File: src/rtl/mem_arbiter_if.sv
// mem_arbiter_if: pipeline-side request/response bundle for mem_arbiter.
//   fetch_* : read-only fetch port (F)  -- req/addr in, done/data/stall out
//   data_*  : read/write memory port (D) -- req/wr/addr/in in, done/out/stall out
// Modports: slave  = arbiter side (mem_arbiter)
//           master = pipeline side (requesters / testbench)
interface mem_arbiter_if;
  localparam int unsigned DW = 16;
  localparam int unsigned AW = 16;

  logic          fetch_req;
  logic [AW-1:0] fetch_addr;
  logic          fetch_done;
  logic [DW-1:0] fetch_data;
  logic          fetch_stall;

  logic          data_req;
  logic          data_wr;
  logic [AW-1:0] data_addr;
  logic [DW-1:0] data_in;
  logic          data_done;
  logic [DW-1:0] data_out;
  logic          data_stall;

  modport slave (
    input  fetch_req, fetch_addr,
    output fetch_done, fetch_data, fetch_stall,
    input  data_req, data_wr, data_addr, data_in,
    output data_done, data_out, data_stall
  );

  modport master (
    output fetch_req, fetch_addr,
    input  fetch_done, fetch_data, fetch_stall,
    output data_req, data_wr, data_addr, data_in,
    input  data_done, data_out, data_stall
  );
endinterface

File: src/rtl/mem_arbiter.sv
// mem_arbiter: shares one single-port 16-bit memory (combinational read,
// write on clock edge when enable&wr) between a fetch port F (read-only) and
// a data port D (read/write). Each access is sequenced IDLE -> ACCESS -> DONE,
// with WAIT_CYCLES extra cycles spent in ACCESS before the memory is enabled.
// D has priority; F is forced after STARVE_LIMIT consecutive D grants while
// F waits.
//
// Ports:
//   clk, rst         clock, synchronous active-high reset
//   bus (slave)      fetch_* / data_* request/response bundle
//   createdump       dump request; forwarded as mem_createdump while IDLE
//   mem_enable/mem_wr/mem_addr/mem_data_in  to memory macro
//   mem_data_out     from memory macro
//   mem_createdump   to memory macro
//   busy             FSM not in IDLE
// Optional (macro MEM_ARB_STATS_EN):
//   stat_fetch_grants, stat_data_grants, stat_conflicts  saturating counters
module mem_arbiter #(
  parameter int unsigned WAIT_CYCLES  = 1,
  parameter int unsigned STARVE_LIMIT = 3
) (
  input  logic         clk,
  input  logic         rst,
  mem_arbiter_if.slave bus,
  input  logic         createdump,
  output logic         mem_enable,
  output logic         mem_wr,
  output logic [15:0]  mem_addr,
  output logic [15:0]  mem_data_in,
  input  logic [15:0]  mem_data_out,
  output logic         mem_createdump,
  output logic         busy
`ifdef MEM_ARB_STATS_EN
  ,
  output logic [15:0]  stat_fetch_grants,
  output logic [15:0]  stat_data_grants,
  output logic [15:0]  stat_conflicts
`endif
);

  localparam int unsigned DW = 16;
  localparam int unsigned AW = 16;
  localparam int unsigned CW = 4;

  typedef enum logic [1:0] {
    S_IDLE   = 2'd0,
    S_ACCESS = 2'd1,
    S_DONE   = 2'd2
  } state_t;

  typedef struct packed {
    logic          wr;
    logic [AW-1:0] addr;
    logic [DW-1:0] wdata;
  } req_t;

  state_t        state_q;
  logic          owner_d_q;     // 1: current access belongs to D, 0: F
  req_t          req_q;
  logic [CW-1:0] wait_q;
  logic [CW-1:0] starve_q;
  logic          fetch_done_q;
  logic          data_done_q;
  logic [DW-1:0] fetch_data_q;
  logic [DW-1:0] data_out_q;

  logic          grant_d;
  logic          pick_data_d;
  logic          starved_d;
  logic          conflict_d;

  // Arbitration decision for the current IDLE cycle; dump requests block grants
  always_comb begin
    starved_d   = bus.fetch_req && (starve_q >= CW'(STARVE_LIMIT));
    pick_data_d = bus.data_req && !starved_d;
    grant_d     = (state_q == S_IDLE) && !createdump && (bus.fetch_req || bus.data_req);
    conflict_d  = grant_d && bus.fetch_req && bus.data_req;
  end

  // Access sequencer, arbitration state and response registers
  always_ff @(posedge clk) begin
    if (rst) begin
      state_q      <= S_IDLE;
      owner_d_q    <= 1'b0;
      req_q        <= '0;
      wait_q       <= '0;
      starve_q     <= '0;
      fetch_done_q <= 1'b0;
      data_done_q  <= 1'b0;
      fetch_data_q <= '0;
      data_out_q   <= '0;
    end else begin
      fetch_done_q <= 1'b0;
      data_done_q  <= 1'b0;
      unique case (state_q)
        S_IDLE: begin
          // Starve counter only tracks D grants made while F is waiting
          if (!bus.fetch_req) begin
            starve_q <= '0;
          end else if (grant_d) begin
            if (pick_data_d) begin
              if (starve_q != {CW{1'b1}}) starve_q <= starve_q + CW'(1);
            end else begin
              starve_q <= '0;
            end
          end
          if (grant_d) begin
            owner_d_q <= pick_data_d;
            if (pick_data_d) begin
              req_q <= '{wr: bus.data_wr, addr: bus.data_addr, wdata: bus.data_in};
            end else begin
              req_q <= '{wr: 1'b0, addr: bus.fetch_addr, wdata: '0};
            end
            wait_q  <= CW'(WAIT_CYCLES);
            state_q <= S_ACCESS;
          end
        end
        S_ACCESS: begin
          if (wait_q == '0) begin
            // Memory is enabled this cycle; capture read data on this edge
            if (owner_d_q) begin
              if (!req_q.wr) data_out_q <= mem_data_out;
              data_done_q <= 1'b1;
            end else begin
              fetch_data_q <= mem_data_out;
              fetch_done_q <= 1'b1;
            end
            state_q <= S_DONE;
          end else begin
            wait_q <= wait_q - CW'(1);
          end
        end
        S_DONE: begin
          state_q <= S_IDLE;
        end
        default: begin
          state_q <= S_IDLE;
        end
      endcase
    end
  end

`ifdef MEM_ARB_STATS_EN
  logic [15:0] stat_fetch_q;
  logic [15:0] stat_data_q;
  logic [15:0] stat_conf_q;

  // Saturating grant / conflict counters
  always_ff @(posedge clk) begin
    if (rst) begin
      stat_fetch_q <= '0;
      stat_data_q  <= '0;
      stat_conf_q  <= '0;
    end else if (grant_d) begin
      if (pick_data_d) begin
        if (stat_data_q != 16'hFFFF) stat_data_q <= stat_data_q + 16'd1;
      end else begin
        if (stat_fetch_q != 16'hFFFF) stat_fetch_q <= stat_fetch_q + 16'd1;
      end
      if (conflict_d && (stat_conf_q != 16'hFFFF)) stat_conf_q <= stat_conf_q + 16'd1;
    end
  end

  assign stat_fetch_grants = stat_fetch_q;
  assign stat_data_grants  = stat_data_q;
  assign stat_conflicts    = stat_conf_q;
`else
  logic unused_conflict;
  assign unused_conflict = conflict_d;
`endif

  // Memory strobes are gated by rst so an access caught by reset never commits
  always_comb begin
    mem_enable     = !rst && (state_q == S_ACCESS) && (wait_q == '0);
    mem_wr         = mem_enable && req_q.wr;
    mem_addr       = (state_q == S_ACCESS) ? req_q.addr  : '0;
    mem_data_in    = (state_q == S_ACCESS) ? req_q.wdata : '0;
    mem_createdump = !rst && (state_q == S_IDLE) && createdump;
    busy           = (state_q != S_IDLE);
  end

  assign bus.fetch_done  = fetch_done_q;
  assign bus.fetch_data  = fetch_data_q;
  assign bus.fetch_stall = bus.fetch_req & ~fetch_done_q;
  assign bus.data_done   = data_done_q;
  assign bus.data_out    = data_out_q;
  assign bus.data_stall  = bus.data_req & ~data_done_q;

endmodule

File: src/flat_wrapper.sv
// flat-port wrapper written by rule: the top's interface ports become plain ports
module mem_arbiter_flat 
#(
  parameter int unsigned WAIT_CYCLES  = 1,
  parameter int unsigned STARVE_LIMIT = 3
)
  (clk, rst, createdump, mem_enable, mem_wr, mem_addr, mem_data_in, mem_data_out, mem_createdump, busy, bus_fetch_req, bus_fetch_addr, bus_fetch_done, bus_fetch_data, bus_fetch_stall, bus_data_req, bus_data_wr, bus_data_addr, bus_data_in, bus_data_done, bus_data_out, bus_data_stall);
  mem_arbiter_if bus_i ();
  input  logic clk;
  input  logic rst;
  input  logic createdump;
  output logic mem_enable;
  output logic mem_wr;
  output logic [15:0] mem_addr;
  output logic [15:0] mem_data_in;
  input  logic [15:0] mem_data_out;
  output logic mem_createdump;
  output logic busy;
  input wire logic [$bits(bus_i.fetch_req)-1:0] bus_fetch_req;
  input wire logic [$bits(bus_i.fetch_addr)-1:0] bus_fetch_addr;
  output wire logic [$bits(bus_i.fetch_done)-1:0] bus_fetch_done;
  output wire logic [$bits(bus_i.fetch_data)-1:0] bus_fetch_data;
  output wire logic [$bits(bus_i.fetch_stall)-1:0] bus_fetch_stall;
  input wire logic [$bits(bus_i.data_req)-1:0] bus_data_req;
  input wire logic [$bits(bus_i.data_wr)-1:0] bus_data_wr;
  input wire logic [$bits(bus_i.data_addr)-1:0] bus_data_addr;
  input wire logic [$bits(bus_i.data_in)-1:0] bus_data_in;
  output wire logic [$bits(bus_i.data_done)-1:0] bus_data_done;
  output wire logic [$bits(bus_i.data_out)-1:0] bus_data_out;
  output wire logic [$bits(bus_i.data_stall)-1:0] bus_data_stall;
  assign bus_i.fetch_req = bus_fetch_req;
  assign bus_i.fetch_addr = bus_fetch_addr;
  assign bus_fetch_done = bus_i.fetch_done;
  assign bus_fetch_data = bus_i.fetch_data;
  assign bus_fetch_stall = bus_i.fetch_stall;
  assign bus_i.data_req = bus_data_req;
  assign bus_i.data_wr = bus_data_wr;
  assign bus_i.data_addr = bus_data_addr;
  assign bus_i.data_in = bus_data_in;
  assign bus_data_done = bus_i.data_done;
  assign bus_data_out = bus_i.data_out;
  assign bus_data_stall = bus_i.data_stall;
  mem_arbiter #(.WAIT_CYCLES(WAIT_CYCLES), .STARVE_LIMIT(STARVE_LIMIT)) u_core (.clk(clk), .rst(rst), .bus(bus_i), .createdump(createdump), .mem_enable(mem_enable), .mem_wr(mem_wr), .mem_addr(mem_addr), .mem_data_in(mem_data_in), .mem_data_out(mem_data_out), .mem_createdump(mem_createdump), .busy(busy));
endmodule
File: config.mk
export PLATFORM = sky130hd
export DESIGN_NAME = mem_arbiter_flat
export DESIGN_NICKNAME = d
export VERILOG_FILES = /design/src/rtl/mem_arbiter_if.sv /design/src/rtl/mem_arbiter.sv /design/src/flat_wrapper.sv
export SDC_FILE = /design/constraint.sdc
export NUM_CORES = 1
export LEC_CHECK = 0
export CAP_MARGIN = 15
export CORE_ASPECT_RATIO = 0.5
export CORE_MARGIN = 2
export CORE_UTILIZATION = 47
export DETAILED_ROUTE_END_ITERATION = 10
export MAX_ROUTING_LAYER = met4
export PLACE_DENSITY_LB_ADDON = 0.12
export SETUP_SLACK_MARGIN = 0.2
export SYNTH_ARGS = -nofsm -noshare
export SYNTH_HDL_FRONTEND = slang
export SYNTH_SLANG_ARGS = --single-unit
File: constraint.sdc
create_clock -name clk -period 3.6 [get_ports clk]
set_input_delay 0.54 -clock clk [delete_from_list [all_inputs] [get_ports clk]]
set_output_delay 0.54 -clock clk [all_outputs]
set_load 0.05 [all_outputs]
=== After elaboration in Yosys (flattened, before gate mapping) ===
Index checks and enable logic that the tools add are counted.

* Output and inout port bits: 72
* Register bits: 78
* Logic and storage cells: 68
* Bits of input ports: 70

* Muxes and demuxes: 15
* $add $sub $neg: 2
* Reductions and logical operators: 24
* Equal/unequal tests: 7
* Order comparisons: 1
* Bitwise operators: 8

{| class="wikitable"
|+ Operator list
! kind !! count
|-
| $mux 33 || 1
|-
| $mux 16 || 2
|-
| $mux 4 || 6
|-
| $logic_and 1x1->1 || 9
|-
| $reduce_and 3->1 || 3
|-
| $pmux 4 s2 || 1
|-
| $ne 2x1->1 const B || 3
|-
| $not 1->1 || 6
|-
| $add 4x1->4 const B || 1
|-
| $ge 4x2->1 const B || 1
|-
| $logic_not 4->1 || 1
|-
| $mux 2 || 2
|-
| $ne 4x4->1 const B || 1
|-
| $pmux 2 s2 || 1
|-
| $reduce_and 2->1 || 2
|-
| $reduce_and 4->1 || 1
|-
| $reduce_bool 2->1 || 2
|-
| $sub 4x1->4 const B || 1
|-
| $logic_not 1->1 || 3
|-
| $ne 3x3->1 const B || 1
|-
| $reduce_or 3->1 || 1
|-
| $and 1x1->1 || 2
|-
| $eq 2x1->1 const B || 1
|-
| $logic_not 2->1 || 1
|-
| other kinds (3) || 4
|}

=== Longest topological paths before layout ===
Gate-level depths: netlist of run 1.

* Depth in word-level cells: 7
* Mapped depth: 7
* Depth with buffers taken out: 5

=== Worst setup path before layout of run 1 ===
OpenSTA, ideal clock, no wires.

* Path type: register -> output
* From: register u_core.wait_q[0]
* To: output port mem_wr
* Path slack: 0.330 ns
* Path buffers: 1
* Arrival time: 2.730 ns
* Stages on the path, launching flop included: 7
* Required time: 3.060 ns
* Path through: dfxtp_1 > inv_1 > ha_1 > or3b_1 > buf_6 > nor3_1 > and2_1

* Word-level cells in the longest chain between the ends: 3

{| class="wikitable"
|+ RTL lines
! item !! line !! RTL
|-
| from (decl) || mem_arbiter.sv:60 || <nowiki>logic [CW-1:0] wait_q;</nowiki>
|-
| from (signal assigned) || mem_arbiter.sv:114 || <nowiki>wait_q <= CW'(WAIT_CYCLES);</nowiki>
|-
| from (signal assigned) || mem_arbiter.sv:130 || <nowiki>wait_q <= wait_q - CW'(1);</nowiki>
|-
| $logic_not 4->1 || mem_arbiter.sv:174 || <nowiki>mem_enable = !rst && (state_q == S_ACCESS) && (wait_q == '0);</nowiki>
|-
| $logic_and 1x1->1 || mem_arbiter.sv:174 ||
|-
| net mem_enable || flat_wrapper.sv:12 || <nowiki>output logic mem_enable;</nowiki>
|-
| $logic_and 1x1->1 || mem_arbiter.sv:175 || <nowiki>mem_wr = mem_enable && req_q.wr;</nowiki>
|-
| to (decl) || flat_wrapper.sv:13 || <nowiki>output logic mem_wr;</nowiki>
|}

The timed path passes the listed nets, and every way through them passes these cells.

=== Worst setup path after layout of run 1 ===
* From: register u_core.wait_q[1]
* To: output port mem_enable

* Word-level cells in the longest chain between the ends: 2

{| class="wikitable"
|+ RTL lines
! item !! line
|-
| $logic_not 4->1 || mem_arbiter.sv:174
|-
| $logic_and 1x1->1 || mem_arbiter.sv:174
|-
| to (decl) || flat_wrapper.sv:12
|}

No other way between the ends.

==> key figures, run 1 <==
Outcome
  • Status: completed

Placed design
  • Placement Setup Slack: 702 ps
  • DP HPWL: 6.64 mm
  • Port Buf Inserts: 141
  • Routability cong.: 0.763

Timing
  • Final hold violations: 0
  • Period utilization: 87.5%
  • Slew headroom: 39.2%
  • Post-route setup slack: 449 ps
  • Worst clock skew: 10.0 ps
  • Final setup fails: 0
  • Slew Limit Fails: 0
  • Hold WS: 476 ps
  • Tmin final: 3150 ps
  • Fmax: 317 MHz
  • Setup TNS Final: 0 ps
  • RSZ-0062 raised after global routing: no
  • Measured slew at the worst slew-check pin: 911 ps

Power and ir drop
  • Register share of total power: 40.3%
  • Sw Ratio: 25.8%
  • Clock power frac: 42.8%
  • Combinational group share of total power: 16.9%
  • Internal power: 1.71 mW
  • Worst vdd ir: 0.306 mV
  • LEAKAGE: 2.05 nW
  • Power Density: 426 nW/um^2
  • Sw Pwr: 0.594 mW

Final layout
  • Share of layout cells above drive strength 1: 7.09%
  • Area Growth Syn to Fin: 48.9%
  • Final core occ: 73.0%
  • Diode count: 0
  • Filler Cell Count: 505
  • Fin nets: 562

Floorplan
  • Die Ht: 66.1 um
  • Initial Util: 49.0%
  • IO Pins: 142
  • Total core area: 7400 um^2
  • Row count: 22
  • Die area: 8480 um^2
  • Die Width: 128 um

Worst setup path
  • Reg2reg start: u_core.wait_q[1]
  • R2R depth: 5
  • Worst setup EP type: output pin
  • Req. time, crit path: 3060 ps
  • Crit path DAT: 2610 ps
  • Critical path class: reg2out
  • Worst setup SP type: flop
  • RR Endpoint: u_core.bus.fetch_data[3]
  • CP max FO: 9
  • R2R setup slack: 1480 ps

GRT
  • Vias in the first global route: 3224
  • Total global-route track usage: 23.6%
  • Largest net degree at the start of global routing: 81
  • Number of antenna violations at the first check in global routing: 0
  • First-pass GRT wire length: 15.3 mm
  • Total grt overflow: 0

Worst hold path
  • Worst hold path type: reg2reg
  • Hold Path Stages: 1
  • Hold Path Sink: u_core.req_q[6]
  • Worst Hold Launch: u_core.req_q[6]

Clocking
  • CTS tree: built
  • CTS max path bufs: 2
  • Number of H-tree levels: 3
  • Root buf cell: clkbuf_16
  • Cts bufs inserted: 9
  • Clock Latency Late Sink: 330 ps
  • Clock-pin slew on the worst setup and hold paths: 60 ps
  • Clk sinks: 78

Synth
  • Main combinational cell family by area after synthesis: simple AND/OR/NAND/NOR gates
  • Post-synth EDFFs: 0
  • Synth async-reset ratio: 0%
  • Yosys top cell by area: dfxtp_1
  • Xor/xnor share of the synthesized area: 0%
  • Post-synthesis mux area share: 8.83%
  • Synth cell types: 38
  • Synth Area in Compound Gates: 15.6%
  • Top post-synthesis cells by count: 78 x dfxtp_1, 67 x nand2b_1, 38 x and2_1
  • Sequential area share after synthesis: 43.0%
  • Post-synthesis simple-gate area fraction: 26.7%
  • Yosys reg bits: 78
  • Syn nets: 438
  • Most common cell in the netlist: dfxtp_1
  • Adder-cell share of the synthesized area: 1.03%
  • Share of the synthesized area in the top cell type: 43.0%
  • Synth Flop Type: dfxtp_1
  • Synth Instances: 365
  • Yosys warns: 0
  • Area contributors post-synth: dfxtp_1 43%, nand2b_1 12%, mux2i_1 8.8%
  • Mean Syn Cell Area: 9.94 um^2
  • Mapped Area: 3630 um^2

Route
  • DR vias: 3196
  • Via/cell ratio: 5.42
  • Drt wl/cell: 16.3 um
  • Drt drc: 0
  • DRT antenna net count: 0
  • Initial DRC Count: 271
  • Drt pass-1 iters: 4
  • Post-Route WL: 9.60 mm

Run
  • # Max-Cap Violations: 0
==> power groups by stage <==
| stage | sequential (mW) | clock (mW) | combinational (mW) |
|---|---|---|---|
| CTS | 0.927 | 1.00 | 0.390 |
| global route | 0.932 | 1.04 | 0.416 |
| floorplan | 0.981 | 0 | 0.197 |
| finish | 0.928 | 0.986 | 0.389 |
| global placement | 0.942 | 0 | 0.377 |
| detailed placement | 0.945 | 0 | 0.387 |
==> final cells by class <==
| type | instances | area [um^2] | share of cell area (%) |
|---|---|---|---|
| Clock buffer | 10 | 239 | 4.42 |
| Timing Repair Buffer | 148 | 1460 | 27.0 |
| Clock inverter | 6 | 92.6 | 1.71 |
| Inverter | 4 | 15.0 | 0.278 |
| Multi-Input combinational cell | 248 | 1910 | 35.4 |
| Sequential cell | 78 | 1560 | 28.9 |
| Tap cell | 96 | 120 | 2.22 |
==> worst max path at each step <==
stage                      from         end  slack, ps  cells after the start
3_5_place_dp   u_core.wait_q[0]      mem_wr        700                      6
4_1_cts        u_core.wait_q[1]      mem_wr        340                      6
6_report       u_core.wait_q[1]  mem_enable        450                      5
5_1_grt        u_core.wait_q[1]  mem_enable        260                      5
2_1_floorplan  u_core.wait_q[0]      mem_wr        330                      6
3_3_place_gp   u_core.wait_q[0]      mem_wr        760                      6
==> layout by cell type, fill, tap and decap left out, drive strengths merged, types with 8 or more instances in the layout <==
master	Yosys	layout
a22o	18	18
a2111oi	16	16
nand2b	67	67
mux2i	32	32
clkbuf	27	10
dfxtp	78	78
clkdlybuf4s50	0	139
nor4b	18	18
and2	38	38
buf	8	8
a221o	16	16
==> per-stage QoR <==
step / instances / power (mW) / instance area (um^2)
floorplan: 365 / 1.18 / 3630
detailed placement: 573 / 1.33 / 5060
global placement: 573 / 1.32 / 5060
CTS: 589 / 2.32 / 5390
finish: 590 / 2.30 / 5400
global route: 590 / 2.39 / 5400
==> flip-flops by register name (all words and copies together) (netlist names) <==
signal                 cells
u_core.req_q              33
u_core.bus.data_out       16
u_core.bus.fetch_data     16
u_core.starve_q            4
u_core.wait_q              4
u_core.state_q             2
u_core.bus.data_done       1
u_core.bus.fetch_done      1
u_core.owner_d_q           1
==> routing by layer <==
metal	track usage [%]	share of wire (%)	up-vias
li1	-	-	1570
met1	28.3	45	1497
met2	39.0	46	122
met3	7.20	7.5	7
met4	6.73	0.96	0
met5	-	0	-
==> critical path: stages (launching register included) <==
cell	delay (ps)
dfxtp_1	340
inv_1	110
ha_1	190
or3b_1	500
nor3_1	290
clkdlybuf4s50_1	870
==> logic make-up (layout without fill, tap and decap cells) <==
group | Yosys count | in the layout
muxes | 32 | 32
adders and majority gates | 3 | 3
buffers and inverters | 39 | 168
and+or+nand+nor | 147 | 147
DFF | 78 | 78
AOI/OAI and AO/OA | 66 | 66
==> timing repair <==
action / 4_1_cts / 5_1_grt
setup endpoints to repair: 0 / 1
hold buffers: 0 / 0
resized for setup: 0 / 1
setup buffers: 0 / 0
endpoints found under the hold margin: 0 / 0
No activity file was read; power rests on OpenSTA's default activity.
==> run 2, diff against run 1 <==
- HOLD_SLACK_MARGIN: default -> 0.03
==> results of run 2 <==
Final layout, timing and power as in run 1 (identical DEF).
